**src/rtl/status_pkg.sv**
```systemverilog
// Condition-code definitions shared by the flag producer and the condition checker.
package status_pkg;

  typedef enum logic [1:0] {
    OP_NONE    = 2'b00,
    OP_ARITH   = 2'b01,
    OP_LOGIC   = 2'b10,
    OP_COMPARE = 2'b11
  } op_class_e;

  // Bit positions inside the packed {Z,C,N,V} flag nibble
  localparam int FLAG_Z = 3;
  localparam int FLAG_C = 2;
  localparam int FLAG_N = 1;
  localparam int FLAG_V = 0;

  // True when this instruction class/S-bit combination writes the flags
  function automatic logic sets_flags(input op_class_e op, input logic s_bit);
    return (op == OP_COMPARE) || (((op == OP_ARITH) || (op == OP_LOGIC)) && s_bit);
  endfunction

endpackage

```
**src/rtl/flag_gen.sv**
```systemverilog
// Combinational Z/C/N/V generation from execute-stage results.
module flag_gen
  import status_pkg::*;
#(
  parameter int WIDTH = 32
) (
  input  logic [WIDTH-1:0] result,
  input  logic             carry,
  input  logic             overflow,
  input  logic             shifter_carry,
  input  op_class_e        op_class,
  input  logic             old_v,
  output logic [3:0]       flags
);

  // Logic ops take carry from the shifter and leave V untouched; all else uses the adder
  always_comb begin
    flags         = '0;
    flags[FLAG_Z] = (result == '0);
    flags[FLAG_N] = result[WIDTH-1];
    if (op_class == OP_LOGIC) begin
      flags[FLAG_C] = shifter_carry;
      flags[FLAG_V] = old_v;
    end else begin
      flags[FLAG_C] = carry;
      flags[FLAG_V] = overflow;
    end
  end

endmodule

```
**src/rtl/status_flag_unit.sv**
```systemverilog
// Architectural status register with a speculative pending stage and
// a bypassed effective view for back-to-back flag producers/consumers.
module status_flag_unit
  import status_pkg::*;
#(
  parameter int WIDTH = 32
) (
  input  logic             clk,
  input  logic             rst,
  input  logic             valid,
  input  logic             stall,
  input  logic             flush,
  input  logic [1:0]       op_class,
  input  logic             s_bit,
  input  logic [WIDTH-1:0] alu_result,
  input  logic             alu_carry,
  input  logic             alu_overflow,
  input  logic             shifter_carry,
  input  logic             msr_we,
  input  logic [3:0]       msr_data,
  output logic [3:0]       sr,
  output logic [3:0]       sr_eff,
  output logic             pending_valid
);

  logic [3:0] pending;
  logic [3:0] new_flags;
  logic       capture;
  op_class_e  op;

  assign op = op_class_e'(op_class);

  flag_gen #(.WIDTH(WIDTH)) u_flag_gen (
    .result        (alu_result),
    .carry         (alu_carry),
    .overflow      (alu_overflow),
    .shifter_carry (shifter_carry),
    .op_class      (op),
    .old_v         (sr_eff[FLAG_V]),
    .flags         (new_flags)
  );

  assign capture = valid && !stall && !flush && sets_flags(op, s_bit);

  // Bypass: a pending update is the newest architectural view
  assign sr_eff = pending_valid ? pending : sr;

  // Committed register: a direct write is younger than pending and overrides it, even under stall
  always_ff @(posedge clk) begin
    if (rst) begin
      sr <= '0;
    end else if (msr_we) begin
      sr <= msr_data;
    end else if (pending_valid && !stall) begin
      sr <= pending;
    end
  end

  // Pending stage: a fresh capture always wins; otherwise drain on commit or discard on msr
  always_ff @(posedge clk) begin
    if (rst) begin
      pending       <= '0;
      pending_valid <= 1'b0;
    end else if (capture) begin
      pending       <= new_flags;
      pending_valid <= 1'b1;
    end else if (msr_we || (pending_valid && !stall)) begin
      pending_valid <= 1'b0;
    end
  end

endmodule

```
**config.mk**
```make
export PLATFORM = sky130hd
export DESIGN_NAME = status_flag_unit
export DESIGN_NICKNAME = d
export VERILOG_FILES = /design/src/rtl/status_pkg.sv /design/src/rtl/flag_gen.sv /design/src/rtl/status_flag_unit.sv
export SDC_FILE = /design/constraint.sdc
export NUM_CORES = 1
export LEC_CHECK = 0
export ABC_AREA = 1
export CAP_MARGIN = 10
export CORE_ASPECT_RATIO = 0.9
export CORE_MARGIN = 3
export CORE_UTILIZATION = 34
export CTS_CLUSTER_DIAMETER = 150
export DETAILED_ROUTE_END_ITERATION = 6
export PLACE_DENSITY = 0.85
export REMOVE_ABC_BUFFERS = 1
export SLEW_MARGIN = 20
export SYNTH_ARGS = -nofsm -noshare
export SYNTH_HDL_FRONTEND = slang
export SYNTH_HIERARCHICAL = 1
export SYNTH_SLANG_ARGS = --single-unit
```
**constraint.sdc**
```tcl
create_clock -name clk -period 1.9 [get_ports clk]
set_input_delay 0.57 -clock clk [delete_from_list [all_inputs] [get_ports clk]]
set_output_delay 0.57 -clock clk [all_outputs]
set_load 0.01 [all_outputs]
```
==> summary.md, run 1 <==
| Metric | Value |
|---|---|
| Hold/Removal Path Class | register to register |
| TritonCTS Buffers | 3 |
| Routed vias/inst | approximately 4.5 |
| Initial DRC count | 10 |
| Global route overflow | 0 |
| Setup TNS | 0 ps |
| Worst skew pair latency | 260 ps |
| Final nets | 226 |
| Crit path time final | 1840 ps |
| Slew headroom | around 85% |
| CTS tree | built |
| Vias in the first global route | 794 |
| Final setup fails | 0 |
| Vias post-DR | just under 900 |
| R2R Path End | pending[0] |
| Drt drc | 0 |
| Largest net degree at the start of global routing | 8 |
| Die ar. | 2530 um^2 |
| Root Buffer | clkbuf_4 |
| Pwr/cell area | 424 nW/um^2 |
| Die height | 48.0 um |
| YS warnings | 6 |
| Initial Utilization | between 30% and 40% |
| RD Place Congestion | 0.767 |
| Leakage | 0.571 nW |
| First-pass GRT wire length | 3.32 mm |
| Worst Hold Depth | 2 |
| Synth Area per Inst | 5.75 um^2 |
| TritonCTS Sinks | 9 |
| RSZ-0062 raised after global routing | false |
| Total detailed-routing wirelength | 2.23 mm |
| I/O Buffers | 56 |
| CP required | 1330 ps |
| Peak supply drop | between 0.3 and 0.4 mV |
| Fillers | 137 |
| Worst Tran Pin Value | 225 ps |
| Share of cells above drive strength 1 | 8.52% |
| Synth unique cells | 15 |
| Final clock skew | 1.19 ps |
| Clk buf depth | 2 |
| Reg2reg start | pending_valid |
| Row Count | 14 |
| Synthesis-to-finish area growth | 92.1% |
| Post-route ant nets | 0 |
| Gate Count Post-Synth | 116 |
| Post-CTS Hold Buffers | 0 |
| Initial antenna violation count | 0 |
| Critical path arrival | about 1300 ps |
| Non-filler instance count after layout | 200 |
| Hold Crit Endpoint | sr[1] |
| DIE WIDTH | between 50 and 60 um |
| All-Layer GR Usage | 18.1% |
| Detail Placement HPWL | 1.96 mm |
| Cell Area, Synth | 667 um^2 |
| CTS H-tree lvls | 1 |
| DR WL/cell | 11.1 um |
| IO Count | 57 |
| Final hold violations | 0 |
| Post-synthesis register bit count | 9 |
| Max Cap Viol | 0 |
| Hold path start | sr[1] |
| FF-to-FF setup slack | 780 ps |
| Drt pass-1 iters | 4 |
| WS Path Type | register to primary output |
| Core footprint | 1770 um^2 |
| Outcome | complete, no violations |
| Post-synthesis sequential area ratio | 27.0% |
| Number of antenna diodes | 0 |
| Critical path peak fanout | 7 |
| Clock transition at path regs | 60 ps |
| CP endpoint kind | primary output |
| Tcrit/Tclk final | 97.1% |
| FMAX | 0.542 GHz |
| Dpl cells | around 200 |
| Slew Viols, Final | 0 |
| FF-to-FF path depth | 8 |
| Worst setup SP type | register |
kinds of logic after synthesis:
family / synth area share, %
mux: 5.07
compound gates: 5.25
simple gates: 51.2
flops: 27.0
buf+inv: 9.57
fa+ha+maj: 1.88
layout by cell type, fill, tap and decap left out:
| master | Yosys | routed |
|---|---|---|
| clkbuf_4 | 0 | 3 |
| dlygate4sd2_1 | 0 | 4 |
| dfxtp_1 | 9 | 8 |
| nand2_2 | 2 | 2 |
| o21ai_0 | 2 | 2 |
| buf_4 | 1 | 2 |
| dfxtp_4 | 0 | 1 |
| a21oi_1 | 5 | 5 |
| nor2_1 | 32 | 32 |
| clkbuf_1 | 0 | 1 |
| nand3_1 | 3 | 3 |
| clkdlybuf4s50_1 | 0 | 51 |
| inv_2 | 2 | 2 |
| nand4_1 | 4 | 4 |
| inv_1 | 10 | 10 |
| ha_1 | 1 | 1 |
| mux2_2 | 3 | 3 |
| nand2_1 | 39 | 39 |
| nor2_4 | 2 | 2 |
| dlymetal6s2s_1 | 0 | 1 |
critical path, cell delays in order (launching register included):
cell	delay, ps
dfxtp_4	390
mux2_2	330
dlygate4sd2_1	290
routing by layer:
metal  up-vias  global-route usage, %  routed length, um
li1        479                      -                  -
met1       395                   19.0                868
met2        13                   35.9               1240
met3         4                   4.05                 71
met4         0                   6.63                 44
met5         -                      0                  0
power breakdown:
group,internal (mW),switching (mW),total [mW]
combinational,0.123,0.0677,0.190
sequential,0.196,0.00651,0.202
clock,0.0812,0.0701,0.151
registers in the layout (all words and copies together) (netlist names):
name           count
pending            4
sr                 4
pending_valid      1
worst max path at each step:
stage	start	endpoint	cells after the start
2_1_floorplan	pending_valid	sr_eff[1]	1
3_3_place_gp	op_class[0]	pending[1]	8
3_5_place_dp	op_class[1]	pending[3]	8
4_1_cts	pending_valid	pending_valid	2
5_1_grt	pending_valid	sr_eff[3]	2
6_report	pending_valid	sr_eff[1]	2
cell usage after synthesis (all sizes together):
library cell	number	area share [%]
nand2	41	24
nand3	3	2.3
a21oi	5	3.8
buf	2	2.8
mux2	3	5.1
nand4	4	3.8
nor2	34	21
ha	1	1.9
dfxtp	9	27
o21ai	2	1.5
inv	12	6.8
layout make-up:
class | count | area, um^2 | share of cell area [%]
Tap cell | 24 | 30.0 | 2.34
Inverter | 12 | 45.0 | 3.52
Sequential cell | 9 | 184 | 14.4
Clock buffer | 4 | 26.3 | 2.05
Timing Repair Buffer | 58 | 573 | 44.7
Multi-Input combinational cell | 93 | 423 | 33.0
metrics by stage:
step	total power [mW]	hold slack, ps	utilization, %	area (um^2)	setup WS [ps]
after floorplan	0.266	455	-	648	469
after global placement	0.396	469	70.9	1250	44.2
after detailed placement	0.401	473	70.9	1250	-18.5
after CTS	0.551	482	72.3	1280	17.8
after global routing	0.584	503	72.4	1280	14.2
final	0.544	475	72.4	1280	55.4
timing repair:
action,4_1_cts,5_1_grt
resized for setup,6,1
setup buffers,0,0
endpoints found under the setup margin,5,1
Power figures use the tool's default switching activity.
==> run 2, diff against run 1 <==
- CORE_MARGIN: 3 -> 10
==> summary.md, run 2 (synthesized netlist as in run 1, its figures left out) <==
| Metric | Value |
|---|---|
| Final Cell Area | 1280 um^2 |
| WHS | 492 ps |
| R2R Path End | pending[0] |
| Final hold violations | 0 |
| Clock transition at path regs | roughly 70 ps |
| Logic pwr share | a little over a third |
| FF-to-FF path depth | 8 |
| Worst Hold Depth | 2 |
| Drt pass-1 iters | 4 |
| WS Path Type | register to primary output |
| Outcome | complete, no violations |
| Routed vias/inst | between 4 and 5 |
| Initial Utilization | a little over a third |
| Number of antenna diodes | 0 |
| FF-to-FF setup slack | between 700 and 800 ps |
| Initial antenna violation count | 0 |
| All-Layer GR Usage | 12.7% |
| Global route overflow | 0 |
| Leakage | 0.557 nW |
| Commonest non-fill, non-tap cell in the layout | clkdlybuf4s50_1 |
| Storage cell area | 184 um^2 |
| Non-filler instance count after layout | 201 |
| Critical path arrival | 1290 ps |
| Switching share of power | 27.1% |
| Worst setup SP type | register |
| Hold path start | sr[1] |
| IO Count | 57 |
| Root Buffer | clkbuf_4 |
| I/O Buffers | 56 |
| Crit path from | pending_valid |
| FMAX | roughly 0.54 GHz |
| Die height | between 60 and 70 um |
| Worst skew pair latency | between 200 and 300 ps |
| Detail Placement HPWL | 2.38 mm |
| Reg2reg start | pending_valid |
| Post-route ant nets | 0 |
| Cell Chain, Critical Path | mux2_2 -> dlygate4sd2_1 |
| Slew headroom | 83.8% |
| Sequential Power Share | 37.0% |
| Max Cap Viol | 0 |
| Max stage delay cell, worst path | dfxtp_4 |
| Slew Viols, Final | 0 |
| RD Place Congestion | 0.798 |
| Clk buf depth | 2 |
| Hold/Removal Path Class | register to register |
| CP required | 1330 ps |
| DP Area | 1250 um^2 |
| Clock power frac | 28.1% |
| First-pass GRT wire length | 3.98 mm |
| Share of cells above drive strength 1 | 8.52% |
| Setup ws final | 43.0 ps |
| Row Count | 15 |
| Drt drc | 0 |
| Final clock skew | 15.2 ps |
| Final setup fails | 0 |
| CP endpoint kind | primary output |
| Setup WS pre-CTS | -18.0 ps |
| Dpl cells | just under 200 |
| Initial DRC count | 30 |
| Internal | 0.399 mW |
| TritonCTS Sinks | 9 |
| Core footprint | 1900 um^2 |
| RSZ-0062 raised after global routing | false |
| Critical path peak fanout | 7 |
| Crit-path max cell delay | ~390 ps |
| Worst Tran Pin Value | approximately 240 ps |
| DIE WIDTH | 66.7 um |
| Switch Pwr | 0.149 mW |
| CTS tree | built |
| Final nets | 226 |
| TritonCTS Buffers | 3 |
| Multi-input logic area | 423 um^2 |
| Vias post-DR | 899 |
| Synthesis-to-finish area growth | 91.7% |
| Tcrit/Tclk final | between 90 and 100% |
| Crit path time final | 1860 ps |
| Total detailed-routing wirelength | 2.64 mm |
| Peak supply drop | 0.298 mV |
| Overall Power | around 0.55 mW |
| Largest net degree at the start of global routing | 8 |
| Pwr/cell area | 429 nW/um^2 |
| Most frequent cells in the layout | clkdlybuf4s50_1, nand2_1, nor2_1 |
| DR WL/cell | approximately 13 um |
| Top Registers | pending x4, sr x4, pending_valid x1 |
| Die ar. | 4140 um^2 |
| Fillers | 169 |
| Vias in the first global route | 867 |
| CTS H-tree lvls | 1 |
| Hold Crit Endpoint | sr[1] |
[run 2: cell count changes in the layout (fill, tap and decap cells not counted), sizes merged]
cell / change
dlygate4sd2: +1
dlymetal6s2s: -1
[run 2: worst max-delay path, delay by kind of cell (launching register included)]
| kind | cells | cell delay, ps |
|---|---|---|
| buf+inv | 1 | 280 |
| mux | 1 | 340 |
| flops | 1 | 390 |
[run 2: repair_timing]
| action | CTS | global route |
|---|---|---|
| setup buffers | 0 | 0 |
| setup endpoints to repair | 5 | 0 |
| endpoints found under the hold margin | 0 | 0 |
| hold buffers | 0 | 0 |
| gates resized for setup | 7 | 0 |
[run 2: worst max-delay path by stage]
stage / endpoint / slack, ps / cells past startpoint
after floorplan: sr_eff[1] / 470 / 1
after global placement: pending[3] / 50 / 8
after detailed placement: pending[2] / -20 / 8
after CTS: sr_eff[1] / 30 / 2
after global routing: sr_eff[1] / 7 / 2
final: sr_eff[1] / 40 / 2
[run 2: power groups by stage]
stage               Combinational (mW)  Sequential, mW  Clock [mW]
floorplan                       0.0576           0.208           0
global placement                 0.190           0.207           0
detailed placement               0.195           0.207           0
CTS                              0.192           0.202       0.161
global route                     0.210           0.203       0.167
finish                           0.192           0.203       0.154
[run 2: area by class of cell]
cell class | instances | share of cell area [%]
Clock buffer | 4 | 2.05
Timing Repair Buffer | 58 | 44.5
Multi-Input combinational cell | 93 | 33.1
Sequential cell | 9 | 14.4
Inverter | 12 | 3.52
Tap cell | 25 | 2.45
[run 2: routing by layer]
layer	GRT usage, %	up-vias	share of wire (%)
li1	-	479	-
met5	0	-	0
met1	11.4	400	34
met3	3.41	4	3.5
met2	26.6	16	61
met4	3.88	0	1.7
[run 2: per-stage QoR]
| stage | TNS, ps | util, % |
|---|---|---|
| 5_1_grt | 0 | 67.5 |
| 3_3_place_gp | 0 | 66.2 |
| 3_5_place_dp | -27.8 | 66.2 |
| 4_1_cts | 0 | 67.5 |
| 2_1_floorplan | 0 | - |
| 6_report | 0 | 67.5 |
